<file path="src/rtl/mem_ctrl.sv">
// rtl/mem_ctrl.sv - byte-serial RAM controller arbitrating the MEM stage and instruction fetch
// Optional `MEMCTRL_IOFULL_EN adds io_buffer_full back-pressure on I/O-mapped write bytes.
module mem_ctrl #(
   parameter int          ADDR_WIDTH   = 32,
   parameter logic [31:0] IO_ADDR_BASE = 32'h00030000
) (
   input  logic                  clk,
   input  logic                  rst,
   input  logic                  if_req,
   input  logic [ADDR_WIDTH-1:0] if_addr,
   input  logic                  if_flush,
   output logic                  if_done,
   output logic [31:0]           if_data,
   input  logic                  mem_req,
   input  logic                  mem_rw,
   input  logic [1:0]            mem_len,
   input  logic [ADDR_WIDTH-1:0] mem_addr,
   input  logic [31:0]           mem_wdata,
   output logic                  mem_done,
   output logic [31:0]           mem_rdata,
`ifdef MEMCTRL_IOFULL_EN
   input  logic                  io_buffer_full,
`endif
   input  logic [7:0]            ram_din,
   output logic [7:0]            ram_dout,
   output logic [ADDR_WIDTH-1:0] ram_addr,
   output logic                  ram_wr
);

   typedef enum logic [1:0] {S_IDLE, S_BUSY, S_DONE} state_t;

   state_t                state, state_n;
   logic [2:0]            cnt, cnt_n;
   logic [2:0]            n_bytes, n_bytes_n;
   logic                  owner_mem, owner_mem_n;
   logic                  rw, rw_n;
   logic [ADDR_WIDTH-1:0] base, base_n;
   logic [31:0]           wdata, wdata_n;
   logic [31:0]           rbuf, rbuf_n;
   logic                  if_done_n, mem_done_n, ram_wr_n;
   logic [31:0]           if_data_n, mem_rdata_n;
   logic [7:0]            ram_dout_n;
   logic [ADDR_WIDTH-1:0] ram_addr_n;

   logic                  io_full;
   logic [ADDR_WIDTH-1:0] io_base;
   logic [ADDR_WIDTH-1:0] issue_addr;
   logic [2:0]            cnt_m2;
   logic [2:0]            req_n_bytes;

`ifdef MEMCTRL_IOFULL_EN
   assign io_full = io_buffer_full;
`else
   assign io_full = 1'b0;
`endif

   assign io_base    = ADDR_WIDTH'(IO_ADDR_BASE);
   assign issue_addr = base + ADDR_WIDTH'(cnt);
   assign cnt_m2     = cnt - 3'd2;

   always_comb begin
      req_n_bytes = 3'd4;
      case (mem_len)
         2'b00:   req_n_bytes = 3'd1;
         2'b01:   req_n_bytes = 3'd2;
         default: req_n_bytes = 3'd4;
      endcase
   end

   always_comb begin
      state_n     = state;
      cnt_n       = cnt;
      n_bytes_n   = n_bytes;
      owner_mem_n = owner_mem;
      rw_n        = rw;
      base_n      = base;
      wdata_n     = wdata;
      rbuf_n      = rbuf;
      if_done_n   = 1'b0;
      mem_done_n  = 1'b0;
      ram_wr_n    = 1'b0;
      if_data_n   = if_data;
      mem_rdata_n = mem_rdata;
      ram_dout_n  = ram_dout;
      ram_addr_n  = ram_addr;

      case (state)
         S_IDLE: begin
            if (mem_req) begin
               state_n     = S_BUSY;
               owner_mem_n = 1'b1;
               rw_n        = mem_rw;
               n_bytes_n   = req_n_bytes;
               base_n      = mem_addr;
               wdata_n     = mem_wdata;
               rbuf_n      = 32'd0;
               ram_addr_n  = mem_addr;
               cnt_n       = 3'd1;
               if (mem_rw) begin
                  // A stalled first byte is reissued from BUSY with the counter parked at 0.
                  if (io_full && (mem_addr >= io_base)) begin
                     cnt_n = 3'd0;
                  end else begin
                     ram_dout_n = mem_wdata[7:0];
                     ram_wr_n   = 1'b1;
                  end
               end
            end else if (if_req && !if_flush) begin
               state_n     = S_BUSY;
               owner_mem_n = 1'b0;
               rw_n        = 1'b0;
               n_bytes_n   = 3'd4;
               base_n      = if_addr;
               rbuf_n      = 32'd0;
               ram_addr_n  = if_addr;
               cnt_n       = 3'd1;
            end
         end

         S_BUSY: begin
            if (!owner_mem && if_flush) begin
               state_n = S_IDLE;
               cnt_n   = 3'd0;
            end else if (rw) begin
               if (cnt < n_bytes) begin
                  if (!(io_full && (issue_addr >= io_base))) begin
                     ram_addr_n = issue_addr;
                     ram_dout_n = wdata[{cnt[1:0], 3'b000} +: 8];
                     ram_wr_n   = 1'b1;
                     cnt_n      = cnt + 3'd1;
                  end
               end else begin
                  mem_done_n = 1'b1;
                  state_n    = S_DONE;
                  cnt_n      = 3'd0;
               end
            end else begin
               if (cnt < n_bytes) begin
                  ram_addr_n = issue_addr;
               end
               // Byte k arrives two edges after it was addressed.
               if (cnt >= 3'd2) begin
                  rbuf_n[{cnt_m2[1:0], 3'b000} +: 8] = ram_din;
               end
               if (cnt == n_bytes + 3'd1) begin
                  state_n = S_DONE;
                  cnt_n   = 3'd0;
                  if (owner_mem) begin
                     mem_done_n  = 1'b1;
                     mem_rdata_n = rbuf_n;
                  end else begin
                     if_done_n = 1'b1;
                     if_data_n = rbuf_n;
                  end
               end else begin
                  cnt_n = cnt + 3'd1;
               end
            end
         end

         S_DONE: begin
            state_n = S_IDLE;
         end

         default: begin
            state_n = S_IDLE;
         end
      endcase
   end

   always_ff @(posedge clk) begin
      if (!rst) begin
         state     <= S_IDLE;
         cnt       <= 3'd0;
         n_bytes   <= 3'd0;
         owner_mem <= 1'b0;
         rw        <= 1'b0;
         base      <= '0;
         wdata     <= 32'd0;
         rbuf      <= 32'd0;
         if_done   <= 1'b0;
         if_data   <= 32'd0;
         mem_done  <= 1'b0;
         mem_rdata <= 32'd0;
         ram_dout  <= 8'd0;
         ram_addr  <= '0;
         ram_wr    <= 1'b0;
      end else begin
         state     <= state_n;
         cnt       <= cnt_n;
         n_bytes   <= n_bytes_n;
         owner_mem <= owner_mem_n;
         rw        <= rw_n;
         base      <= base_n;
         wdata     <= wdata_n;
         rbuf      <= rbuf_n;
         if_done   <= if_done_n;
         if_data   <= if_data_n;
         mem_done  <= mem_done_n;
         mem_rdata <= mem_rdata_n;
         ram_dout  <= ram_dout_n;
         ram_addr  <= ram_addr_n;
         ram_wr    <= ram_wr_n;
      end
   end

endmodule

</file>
<file path="config.mk">
export PLATFORM = sky130hd
export DESIGN_NAME = mem_ctrl
export DESIGN_NICKNAME = d
export VERILOG_FILES = /design/src/rtl/mem_ctrl.sv
export SDC_FILE = /design/constraint.sdc
export NUM_CORES = 1
export LEC_CHECK = 0
export ABC_AREA = 1
export BUFFER_PORTS_ARGS = -buffer_cell sky130_fd_sc_hd__buf_2
export CAP_MARGIN = 20
export CELL_PAD_IN_SITES_DETAIL_PLACEMENT = 1
export CELL_PAD_IN_SITES_GLOBAL_PLACEMENT = 1
export CORE_AREA = 2 2 187 189
export DETAILED_ROUTE_END_ITERATION = 10
export DIE_AREA = 0 0 189 191
export PLACE_DENSITY_LB_ADDON = 0.1
export SYNTH_ARGS = -nofsm -noshare
export SYNTH_HDL_FRONTEND = slang
export SYNTH_SLANG_ARGS = --single-unit
</file>
<file path="constraint.sdc">
create_clock -name clk -period 6.1 [get_ports clk]
set_input_delay 0.61 -clock clk [delete_from_list [all_inputs] [get_ports clk]]
set_output_delay 0.61 -clock clk [all_outputs]
set_load 0.005 [all_outputs]
</file>
=== Word level (Yosys, flattened, before mapping) ===
Cells that the tools add are included.
Widths: inputs -> output; s select.

* Bits in registers: 213
* Latch bits: 0
* Memory bits (writable): 0
* Bits in read-only memories: 0
* Input port bits: 112
* Output and inout bits: 107
* Word-level logic and storage cells: 111
* Memories: 0

* Add/sub/neg operators: 5
* Multipliers: 0
* Divide/modulo/power cells: 0
* Order comparisons: 2
* Equality and inequality tests: 12
* Shifts and indexed selects: 3
* Mux-type cells: 49
* Bitwise operators: 6
* Reduce and logical (&&, ||, !) cells: 19

{| class="wikitable"
|+ Operators with widths
! operator !! number
|-
| $mux 32 || 9
|-
| $pmux 32 s2 || 2
|-
| $mux 8 || 5
|-
| $add 32x3->32 || 1
|-
| $bwmux 32 || 1
|-
| $shift 8x7->32 const A || 1
|-
| $shiftx 32x6->8 || 1
|-
| $shiftx 8x7->32 || 1
|-
| $mux 3 || 8
|-
| $pmux 8 s2 || 1
|-
| $mux 1 || 13
|-
| $mux 2 || 6
|-
| $ne 2x2->1 const B || 6
|-
| $pmux 3 s2 || 2
|-
| $reduce_and 5->1 || 2
|-
| $ne 4x4->1 const B || 2
|-
| $reduce_and 4->1 || 2
|-
| $neg 5->7 || 1
|-
| $add 3x1->3 const B || 2
|-
| $not 1->1 || 6
|-
| $reduce_and 2->1 || 3
|-
| $reduce_and 6->1 || 1
|-
| $reduce_or 5->1 || 1
|-
| $eq 2x1->1 const B || 2
|-
| 13 further kinds || 17
|}

=== Depth between registers and ports, before layout ===
Gate-level depths: netlist of the first run.

* Depth in word-level cells: 8
* Depth in mapped cells: 14

=== Worst setup path before layout of the first run ===
No wires, ideal clock.

* Kind: register to register
* Start point: reg cnt[0]
* End point: reg mem_rdata[16]
* Arrival time: 2116 ps
* Slack: 3920 ps
* Cell stages (with the launch flop): 15
* Path buffers: 3
* Cell sequence: dfxtp_1 -> clkbuf_1 -> inv_1 -> clkbuf_1 -> ha_1 -> buf_2 -> nor2_1 -> nand2_1 -> nor3_1 -> nand2_1 -> o21ai_0 -> inv_1 -> nand2_1 -> nand2_1 -> nor2_1

* Word-level cells in the longest chain between the ends: 5
* Elaborated cells on any way between the ends: 9
* Those cells by class: 2 x add/sub; 1 x order compare; 1 x eq/ne; 2 x shift; 2 x mux; 1 x reduce/logical

{| class="wikitable"
|+ RTL lines
! item !! RTL line !! RTL
|-
| from (decl) || 33 || <nowiki>logic [2:0] cnt, cnt_n;</nowiki>
|-
| from (signal assigned) || 190 || <nowiki>cnt <= cnt_n;</nowiki>
|-
| $sub 2x2->2 || 59 || <nowiki>assign cnt_m2 = cnt - 3'd2;</nowiki>
|-
| $neg 5->7 || 143 || <nowiki>rbuf_n[{cnt_m2[1:0], 3'b000} +: 8] = ram_din;</nowiki>
|-
| $shiftx 8x7->32 / $shift 8x7->32 (equally long branches) || 143 ||
|-
| $bwmux 32 || 143 ||
|-
| $mux 32 || 142 || <nowiki>if (cnt >= 3'd2) begin</nowiki>
|-
| to (signal assigned) || 200 || <nowiki>mem_rdata <= mem_rdata_n;</nowiki>
|-
| to (decl) || 20 || <nowiki>output logic [31:0] mem_rdata,</nowiki>
|}

Parallel ways exist; a longest one is shown, timed or not.
A chain may end at the register's enable or synchronous reset.

=== Worst setup path in the final report of the first run ===
* Start point: reg cnt[1]
* End point: reg ram_addr[6]

* Word-level cells in the longest chain between the ends: 4
* Elaborated cells on any way between the ends: 7
* Those cells by class: 1 x add/sub; 1 x order compare; 1 x eq/ne; 3 x mux; 1 x reduce/logical

{| class="wikitable"
|+ RTL lines
! item !! RTL line !! RTL
|-
| $add 32x3->32 || 58 || <nowiki>assign issue_addr = base + ADDR_WIDTH'(cnt);</nowiki>
|-
| $mux 32 || 138 || <nowiki>if (cnt < n_bytes) begin</nowiki>
|-
| $mux 32 || 121 || <nowiki>if (!owner_mem && if_flush) begin</nowiki>
|-
| $pmux 32 s2 || 87 || <nowiki>case (state)</nowiki>
|-
| to (signal assigned) || 202 || <nowiki>ram_addr <= ram_addr_n;</nowiki>
|-
| to (decl) || 26 || <nowiki>output logic [ADDR_WIDTH-1:0] ram_addr,</nowiki>
|}

Parallel ways exist; a longest one is shown, timed or not. The select of a mux whose other input is x is not followed.

==> results of run 1 <==
==> routing by layer <==
| layer | wire length [um] | part of all wire, % |
|---|---|---|
| met1 | 16400 | 48 |
| met2 | 15700 | 46 |
| met3 | 1320 | 3.9 |
| met4 | 685 | 2.0 |
| met5 | 0 | 0 |
==> worst max path at each step <==
stage	start	end	slack [ns]
floorplan	cnt[0]$_SDFFE_PN0P_	mem_rdata[16]$_SDFFE_PN0P_	3.92
global placement	mem_req	ram_addr[6]$_SDFFE_PN0P_	2.39
detailed placement	mem_req	ram_addr[21]$_SDFFE_PN0P_	2.28
CTS	cnt[1]$_SDFFE_PN0P_	ram_addr[6]$_SDFFE_PN0P_	2.52
global route	cnt[1]$_SDFFE_PN0P_	ram_addr[5]$_SDFFE_PN0P_	2.17
finish	cnt[1]$_SDFFE_PN0P_	ram_addr[6]$_SDFFE_PN0P_	2.63
==> synth_stat cells (all sizes together), types with 5 or more instances <==
master,instances
buf,40
xor2,7
a211oi,16
a31oi,17
dfxtp,213
xnor2,5
ha,13
o21ai,149
inv,125
a311oi,10
nor3,25
nor2,220
nand3b,6
nand2,331
o22ai,9
mux2i,20
nand4,5
a21oi,158
nand3,38
clkbuf,46
==> area by class of cell <==
cell class / instances / share of cell area (%)
flip-flops and latches: 213 / 34.7
clock buffers: 37 / 6.45
repair buffers: 229 / 9.67
clock inverters: 3 / 0.529
well taps: 455 / 4.63
multi-input cells: 1034 / 40.2
inverters: 125 / 3.82
==> sequential cells by signal, indices dropped and copies added, names as in the netlist <==
register,flops
base,32
if_data,32
mem_rdata,32
ram_addr,32
rbuf,32
wdata,32
ram_dout,8
cnt,3
n_bytes,3
state,2
if_done,1
mem_done,1
owner_mem,1
ram_wr,1
rw,1
==> per-stage QoR <==
step | power (mW) | instance area, sq um | setup slack (ns) | util, %
2_1_floorplan | 2.02 | 10100 | 3.92 | -
3_3_place_gp | 2.26 | 11400 | 2.39 | 33.4
3_5_place_dp | 2.28 | 11400 | 2.28 | 33.4
4_1_cts | 3.87 | 12300 | 2.52 | 35.9
5_1_grt | 4.02 | 12300 | 2.17 | 36.0
6_report | 3.80 | 12300 | 2.63 | 36.0
==> cells by family after synthesis <==
logic type | synth area share, %
adder cells (fa/ha/maj) | 1.81
AND/OR/NAND/NOR | 25.1
buffers and inverters | 8.92
XOR/XNOR | 1.04
AO/OA/AOI/OAI | 18.9
multiplexers | 1.98
flip-flops | 42.2
==> cells in the final DEF, fill, tap and decap left out, types with 17 or more instances in the layout <==
cell type  Yosys  routed
mux2i_1       20      20
clkbuf_16      0      27
nor3_1        25      25
o21ai_0      148     148
dfxtp_1      213     213
nand2_1      327     327
inv_1        121     121
nand3_1       38      38
buf_2         23     217
nor2_1       213     212
a31oi_1       17      17
a21oi_1      158     158
==> tightest hold or removal path: cells and delay by family <==
kind	cells	cell delay, ns
buffers and inverters	1	0.07
AND/OR/NAND/NOR	2	0.11
==> power groups by stage <==
stage                     Sequential (mW)  Clock [mW]  Combinational (mW)
after floorplan                      1.59           0               0.428
after global placement               1.61           0               0.650
after detailed placement             1.61           0               0.661
after CTS                            1.59        1.61               0.665
after global routing                 1.60        1.67               0.751
final                                1.58        1.56               0.658
==> flow_summary.ini, run 1 <==
[timing]
min_period_ns = 3.47
fin_hold_ws_ns = 0.308
setup_viol = 0
worst_pin_slew_ns = 1.00
max_slew_margin_pct = 33.2
setup_tns_ns = 0
maxSlewViolCount = 0
finalCritPeriodShare_pct = 56.8
rsz0062_at_grt = false
finalClockSkew_ns = 0.0132
hold_viol = 0
timing.fmax_mhz = 289

[logic_synthesis]
synth_seq_area_share_pct = 42.2
yosysTopAreaCellShare_pct = 42.2
synth_area_leaders = dfxtp_1 42%, nand2_1 12%, nor2_1 7.9%
synth_largest_area_cell = dfxtp_1
ys_ff_latch = 213
avgSynthCellArea_sq_um = 6.93
synth_edf_count = 0
synth_ff_type = dfxtp_1
netlist_area_sq_mm = 0.0101
synth-async-reset-ratio_pct = 0
synthCells = 1458
synth_nets = 1584
synth_cell_types = 35
yosysWarnings = 0

[pwr]
vdd_drop_max_mv = 0.215
clock_power_share_pct = 41.0
p_leak_nw = 5.34
power.share.switching_pct = 29.1
p_seq_share_pct = 41.7
intPower_mw = 2.70
p_switching_mw = 1.11
powerDensity_mw_per_mm2 = 309
p_comb_share_pct = 17.3

[layout]
seqCellArea_sq_mm = 0.00426
syn_to_final_growth_pct = 21.6
num-fill-cells = 4340
multi_input_area_sq_mm = 0.00494
layout-drive-gt1-share_pct = 17.4
n_antenna_cell = 0
stdcell_count = 2096
fin_nets = 1755

[placed_design]
io_buffer_count = 218
dp_cells = 2054
hpwl_mm = 24.1
place_congestion = 0.849

[cts]
path_clk_slew_ns = 0.06
htreeDepth = 1
clockRootBuffer = clkbuf_16
cts.sinks = 213
cts_tree = yes
cts_made_buffers = 26
cts_resized = 0
post_cts_buffers = 0
clk_latency_ns = 0.53
clk_path_buf_depth = 3
ctsHoldBuffers = 0

[worst_hold_path]
hold_end = wdata[25]$_SDFFE_PN0P_
min_from = mem_wdata[25]
min_path_type = in -> reg
hold_depth = 3

[drt]
drtIter0Drc = 423
viasPerCell = 4.72
drc = 0
wire_per_inst_um = 16.3
drt_wl_total_mm = 34.1
vias = 9886
drtAntennaViolNets = 0
dr.pass1.iters = 4

[setup_path]
cp_num_cells = 9
cp_max_fo = 45
rr_startpoint = cnt[1]$_SDFFE_PN0P_
arrival_ns = 3.88
crit_family = flip-flops
cp.required_ns = 6.52
timing.critical_path.mode_cell = nand2_1
critical_path_class = reg -> reg
crit_buf_inv = 1
r2r-end = ram_addr[6]$_SDFFE_PN0P_
endpoint_kind = register
r2r_cells = 9
path_cells = ha_1 > nand3_1 > nand2_1 > nand2_1 > nand2_2 > inv_1 > o21ai_0 > a21oi_1 > nor2_1
timing.reg2reg.setup_slack_ns = 2.63
crit_path_max_incr_delay_ns = 0.97
cp-start-kind = register
crit_slowest_cell = dfxtp_1

[floorplanning]
start_util_pct = 29.6
die_h_um = 191
fp-row-count = 68
die_x_um = 189
core_sq_mm = 0.0341
io_pins = 219
die_area_sq_mm = 0.0361

[global_routing]
grtUsageMet3_pct = 2.44
grt_busiest_layer = met2
grt_max_degree = 82
grtUsageTotal_pct = 18.7
overflow = 0
grt_pass1_wl_mm = 54.8
antenna_found_initial = 0
use_met2_pct = 31.4
grt_pass1_vias = 9926
use_met1_pct = 25.2

[flow_run]
maxCapViolations = 0

[run_status]
run_status = finished clean
(Power assumes the default switching activity.)
==> run 2: changes to the inputs <==
==> constraint.sdc (replaced) <==
create_clock -name clk -period 2.8 [get_ports clk]
set_input_delay 0.28 -clock clk [delete_from_list [all_inputs] [get_ports clk]]
set_output_delay 0.28 -clock clk [all_outputs]
set_load 0.005 [all_outputs]
==> run 2 against run 1 <==
Largest power group unchanged. Non-clock buffer count up 35. Clock-buffer cell count up 6. Die area unchanged.
==> flow_summary.ini, run 2 (same netlist as run 1, synthesis figures left out) <==
[floorplanning]
io_pins = 219
start_util_pct = 29.6
die_x_um = 189
die_area_sq_mm = 0.0361
core_sq_mm = 0.0341
die_h_um = 191
fp-row-count = 68

[drt]
drc = 0
wire_per_inst_um = 16.2
vias = 10100
drtIter0Drc = 519
dr.pass1.iters = 5
drt_wl_total_mm = 34.7
drtAntennaViolNets = 0
viasPerCell = 4.70

[pwr]
p_leak_nw = 5.51
powerDensity_mw_per_mm2 = 663
vdd_drop_max_mv = 0.403
finalPower_mw = 8.39

[global_routing]
grtUsageTotal_pct = 18.9
grtUsageMet3_pct = 2.35
grt_pass1_vias = 9977
antenna_found_initial = 0
grt_max_degree = 76
use_met1_pct = 25.7
grt_busiest_layer = met2
use_met2_pct = 31.9
grt_pass1_wl_mm = 55.1
overflow = 0

[timing]
maxSlewViolCount = 0
rsz0062_at_grt = false
setup_viol = 0
worst_pin_slew_ns = 0.746
setup_tns_ns = 0
timing.fmax_mhz = 421
finalClockSkew_ns = 0.0146
hold_viol = 0
finalCritPeriodShare_pct = 84.8
min_period_ns = 2.37
max_slew_margin_pct = 50.2

[setup_path]
crit_slowest_cell = dfxtp_1
cp-start-kind = register
crit_buf_inv = 2
timing.critical_path.mode_cell = nand2_1
crit_family = simple AND/OR/NAND/NOR gates
path_cells = inv_1 > ha_1 > nor2_1 > nand2_1 > nor3_1 > nand2_1 > o21ai_0 > inv_1 > nand2_1 > nand2_1 > nor2_1
crit_path_max_incr_delay_ns = 0.64
critical_path_class = reg -> reg
cp.required_ns = 3.27
endpoint_kind = register
cp_max_fo = 11
arrival_ns = 2.84

[placed_design]
io_buffer_count = 218
hpwl_mm = 24.7
place_congestion = 0.857

[cts]
post_cts_buffers = 0
clk_latency_ns = 0.53
cts_made_buffers = 26
path_clk_slew_ns = 0.06
htreeDepth = 1
cts_tree = yes
clk_path_buf_depth = 3
clockRootBuffer = clkbuf_16
cts.sinks = 213

[flow_run]
maxCapViolations = 0

[worst_hold_path]
min_path_type = in -> reg

[layout]
syn_to_final_growth_pct = 25.1
n_antenna_cell = 0
final_cell_mix = 327 x nand2_1, 217 x buf_2, 213 x dfxtp_1
fin_nets = 1790
mostFrequentLayoutCell = nand2_1
layout-drive-gt1-share_pct = 18.0

[run_status]
run_status = finished clean
[run 2: final timing paths]
| path | from | to | slack, ns | depth (start not counted) |
|---|---|---|---|---|
| setup / recovery | cnt[1]$_SDFFE_PN0P_ | mem_rdata[22]$_SDFFE_PN0P_ | 0.43 | 11 |
| hold reg to reg | wdata[8]$_SDFFE_PN0P_ | wdata[8]$_SDFFE_PN0P_ | 0.46 | 2 |
| hold / removal | mem_wdata[0] | wdata[0]$_SDFFE_PN0P_ | 0.03 | 3 |
| setup reg to reg | cnt[1]$_SDFFE_PN0P_ | mem_rdata[22]$_SDFFE_PN0P_ | 0.43 | 11 |
[run 2: layer usage]
layer | routed length (um) | part of all wire (%)
met4 | 641 | 1.8
met1 | 16500 | 47
met3 | 1450 | 4.2
met2 | 16100 | 46
met5 | 0 | 0
[run 2: through the flow]
step	worst slack, ns	cells	instance area [sq um]	hold slack (ns)	util (%)
global placement	0.474	2070	11600	0.443	33.9
detailed placement	0.401	2070	11600	0.449	33.9
floorplan	0.620	1458	10100	0.408	-
finish	0.427	2138	12600	0.0284	37.1
CTS	0.382	2137	12600	0.00221	37.0
global route	0.0565	2138	12600	0.0162	37.1
[run 2: timing repair]
item,in CTS,in global routing
hold buffers,20,0
gates resized for setup,0,0
hold endpoints to repair,20,0
[run 2: final cells by class]
cell class | instances | area (sq um)
timing repair buffer | 264 | 1530
clock inverter | 4 | 47.5
sequential | 213 | 4260
tap | 455 | 569
clock buffer | 43 | 826
fill | 4334 | 21500
multi-input combinational | 1034 | 4940
inverter | 125 | 470
[run 2: tightest hold or removal path, stage by stage]
cell,delay [ns]
buf_2,0.11
inv_1,0.06
a21oi_1,0.06
[run 2: power breakdown]
group	internal, mW	switching, mW
clock	2.09	1.34
sequential	3.27	0.170
combinational	0.537	0.975
==> run 3: changes to the inputs <==
==> constraint.sdc (replaced) <==
create_clock -name clk -period 2.12 [get_ports clk]
set_input_delay 0.212 -clock clk [delete_from_list [all_inputs] [get_ports clk]]
set_output_delay 0.212 -clock clk [all_outputs]
set_load 0.005 [all_outputs]
==> run 3 against run 2 <==
Sequential cell count unchanged. Utilization up 1.8 points. Global-route usage up 0.37 points. Sequential share of layout area down 1.5 points. Combinational power up 44%. Critical path depth unchanged. Fmax up 22%. Total power up 33%. Setup slack worse by 0.26 ns. Hold slack worse by 0.0031 ns. Die area unchanged. Wire length up 1.6%.
==> flow_summary.ini, run 3 (same netlist as run 1, synthesis figures left out) <==
[run_status]
run_status = finished clean

[floorplanning]
core_sq_mm = 0.0341
start_util_pct = 29.6
die_area_sq_mm = 0.0361
fp-row-count = 68
die_x_um = 189
io_pins = 219
die_h_um = 191

[setup_path]
cp.required_ns = 2.59
crit_path_max_incr_delay_ns = 0.40
crit_slowest_cell = fa_1
arrival_ns = 2.42
crit_family = adder cells
r2r-end = ram_addr[20]$_SDFFE_PN0P_
crit_buf_inv = 1
r2r_cells = 11
timing.reg2reg.setup_slack_ns = 0.17
endpoint_kind = register
timing.critical_path.mode_cell = nand2_1
cp_max_fo = 5
cp-start-kind = register
path_cells = ha_1 > fa_1 > nand2_2 > nand2_2 > nand2_1 > nor2_1 > buf_4 > nand2_1 > xor2_1 > nand2_1 > a21oi_2
rr_startpoint = cnt[0]$_SDFFE_PN0P_
critical_path_class = reg -> reg

[global_routing]
grt_pass1_wl_mm = 56.5
grt_pass1_vias = 10400
grt_max_degree = 81
overflow = 0
antenna_found_initial = 1
grtUsageTotal_pct = 19.3

[timing]
setup_viol = 0
rsz0062_at_grt = false
finalClockSkew_ns = 0.0162
setup_tns_ns = 0
worst_pin_slew_ns = 0.470
hold_viol = 0
fin_hold_ws_ns = 0.0254
timing.fmax_mhz = 513
finalCritPeriodShare_pct = 91.9
max_slew_margin_pct = 68.6
maxSlewViolCount = 0
min_period_ns = 1.95

[cts]
htreeDepth = 1
clockRootBuffer = clkbuf_16
cts_tree = yes
cts_made_buffers = 26
path_clk_slew_ns = 0.06
cts.sinks = 213
clk_path_buf_depth = 3
clk_latency_ns = 0.54

[drt]
drtIter0Drc = 358
drtAntennaViolNets = 0
drc = 0
vias = 10300
dr.pass1.iters = 4
drt_wl_total_mm = 35.3
wire_per_inst_um = 16.1
viasPerCell = 4.72

[worst_hold_path]
min_from = mem_wdata[13]
hold_depth = 3
min_path_type = in -> reg
hold_end = wdata[13]$_SDFFE_PN0P_

[pwr]
p_leak_nw = 5.78
power.share.switching_pct = 29.7
powerDensity_mw_per_mm2 = 842
p_switching_mw = 3.31
p_seq_share_pct = 40.8
clock_power_share_pct = 39.8
p_comb_share_pct = 19.4
vdd_drop_max_mv = 0.500
intPower_mw = 7.85

[placed_design]
place_congestion = 0.845
io_buffer_count = 218
hpwl_mm = 24.9

[layout]
layout-drive-gt1-share_pct = 19.5
syn_to_final_growth_pct = 31.2
mostFrequentLayoutCell = nand2_1
fin_nets = 1844
final_cell_mix = 322 x nand2_1, 217 x buf_2, 211 x dfxtp_1

[flow_run]
maxCapViolations = 0
[run 3: cell count changes in the layout (fill, tap and decap cells not counted), moves of 2 or more]
cell	previous run	this run
dlygate4sd3_1	20	54
a21oi_2	0	6
a21oi_1	158	152
nor2_4	4	6
nor2_1	212	209
buf_12	3	9
clkbuf_8	9	4
nand2_1	327	322
dfxtp_1	213	211
nand2_2	3	8
buf_4	24	36
[run 3: what timing repair did]
action / CTS / global route
hold buffers: 54 / 0
resized for setup: 0 / 23
hold endpoints to repair: 57 / 0
setup endpoints to repair: 0 / 97
setup buffers: 0 / 0
[run 3: routing by layer]
layer | routed length (um) | share of wire [%] | track usage, % | up-vias
met5 | 0 | 0 | 0 | -
met4 | 822 | 2.3 | 5.38 | 0
met3 | 1590 | 4.5 | 2.75 | 50
met2 | 16200 | 46 | 32.4 | 188
met1 | 16600 | 47 | 25.7 | 4833
li1 | - | - | - | 5263
[run 3: cell type report]
cell class                 instances  area, sq um
fill                            4331        20900
multi-input combinational       1034         5010
sequential                       213         4270
timing repair buffer             318         2110
clock buffer                      38          757
tap                              455          569
inverter                         125          472
clock inverter                     4         70.1
antenna                            1         2.50
[run 3: power groups by stage]
stage / clock network [mW] / logic, mW / registers, mW
after global placement: 0 / 2.03 / 4.63
after CTS: 4.58 / 2.16 / 4.55
after floorplan: 0 / 1.23 / 4.59
after detailed placement: 0 / 2.06 / 4.64
after global routing: 4.73 / 2.46 / 4.60
final: 4.44 / 2.17 / 4.55
[run 3: worst register-to-register path: stages, from the launching register on]
cell	delay [ns]
dfxtp_2	0.34
ha_1	0.23
fa_1	0.40
nand2_2	0.10
nand2_2	0.07
nand2_1	0.09
nor2_1	0.05
buf_4	0.16
nand2_1	0.08
xor2_1	0.17
nand2_1	0.09
a21oi_2	0.11
[run 3: stage by stage]
step | power (mW) | setup WS (ns) | util (%) | instance area, sq um | instances
2_1_floorplan | 5.82 | 0.0599 | - | 10100 | 1458
4_1_cts | 11.3 | 0.0532 | 38.6 | 13200 | 2186
3_5_place_dp | 6.69 | 0.0911 | 34.6 | 11800 | 2090
6_report | 11.2 | 0.171 | 38.9 | 13300 | 2188
5_1_grt | 11.8 | 0.00974 | 38.9 | 13300 | 2188
3_3_place_gp | 6.66 | 0.171 | 34.6 | 11800 | 2090
[run 3: worst max path at each step]
stage                        start                         end  slack [ns]  depth (start not counted)
6_report       cnt[0]$_SDFFE_PN0P_   ram_addr[20]$_SDFFE_PN0P_        0.17                         11
5_1_grt        cnt[2]$_SDFFE_PN0P_   ram_addr[19]$_SDFFE_PN0P_        0.01                          8
4_1_cts        cnt[0]$_SDFFE_PN0P_  mem_rdata[19]$_SDFFE_PN0P_        0.05                         11
3_5_place_dp   cnt[0]$_SDFFE_PN0P_  mem_rdata[19]$_SDFFE_PN0P_        0.09                         11
3_3_place_gp   cnt[1]$_SDFFE_PN0P_  mem_rdata[21]$_SDFFE_PN0P_        0.17                         11
2_1_floorplan  cnt[1]$_SDFFE_PN0P_  mem_rdata[16]$_SDFFE_PN0P_        0.06                         13
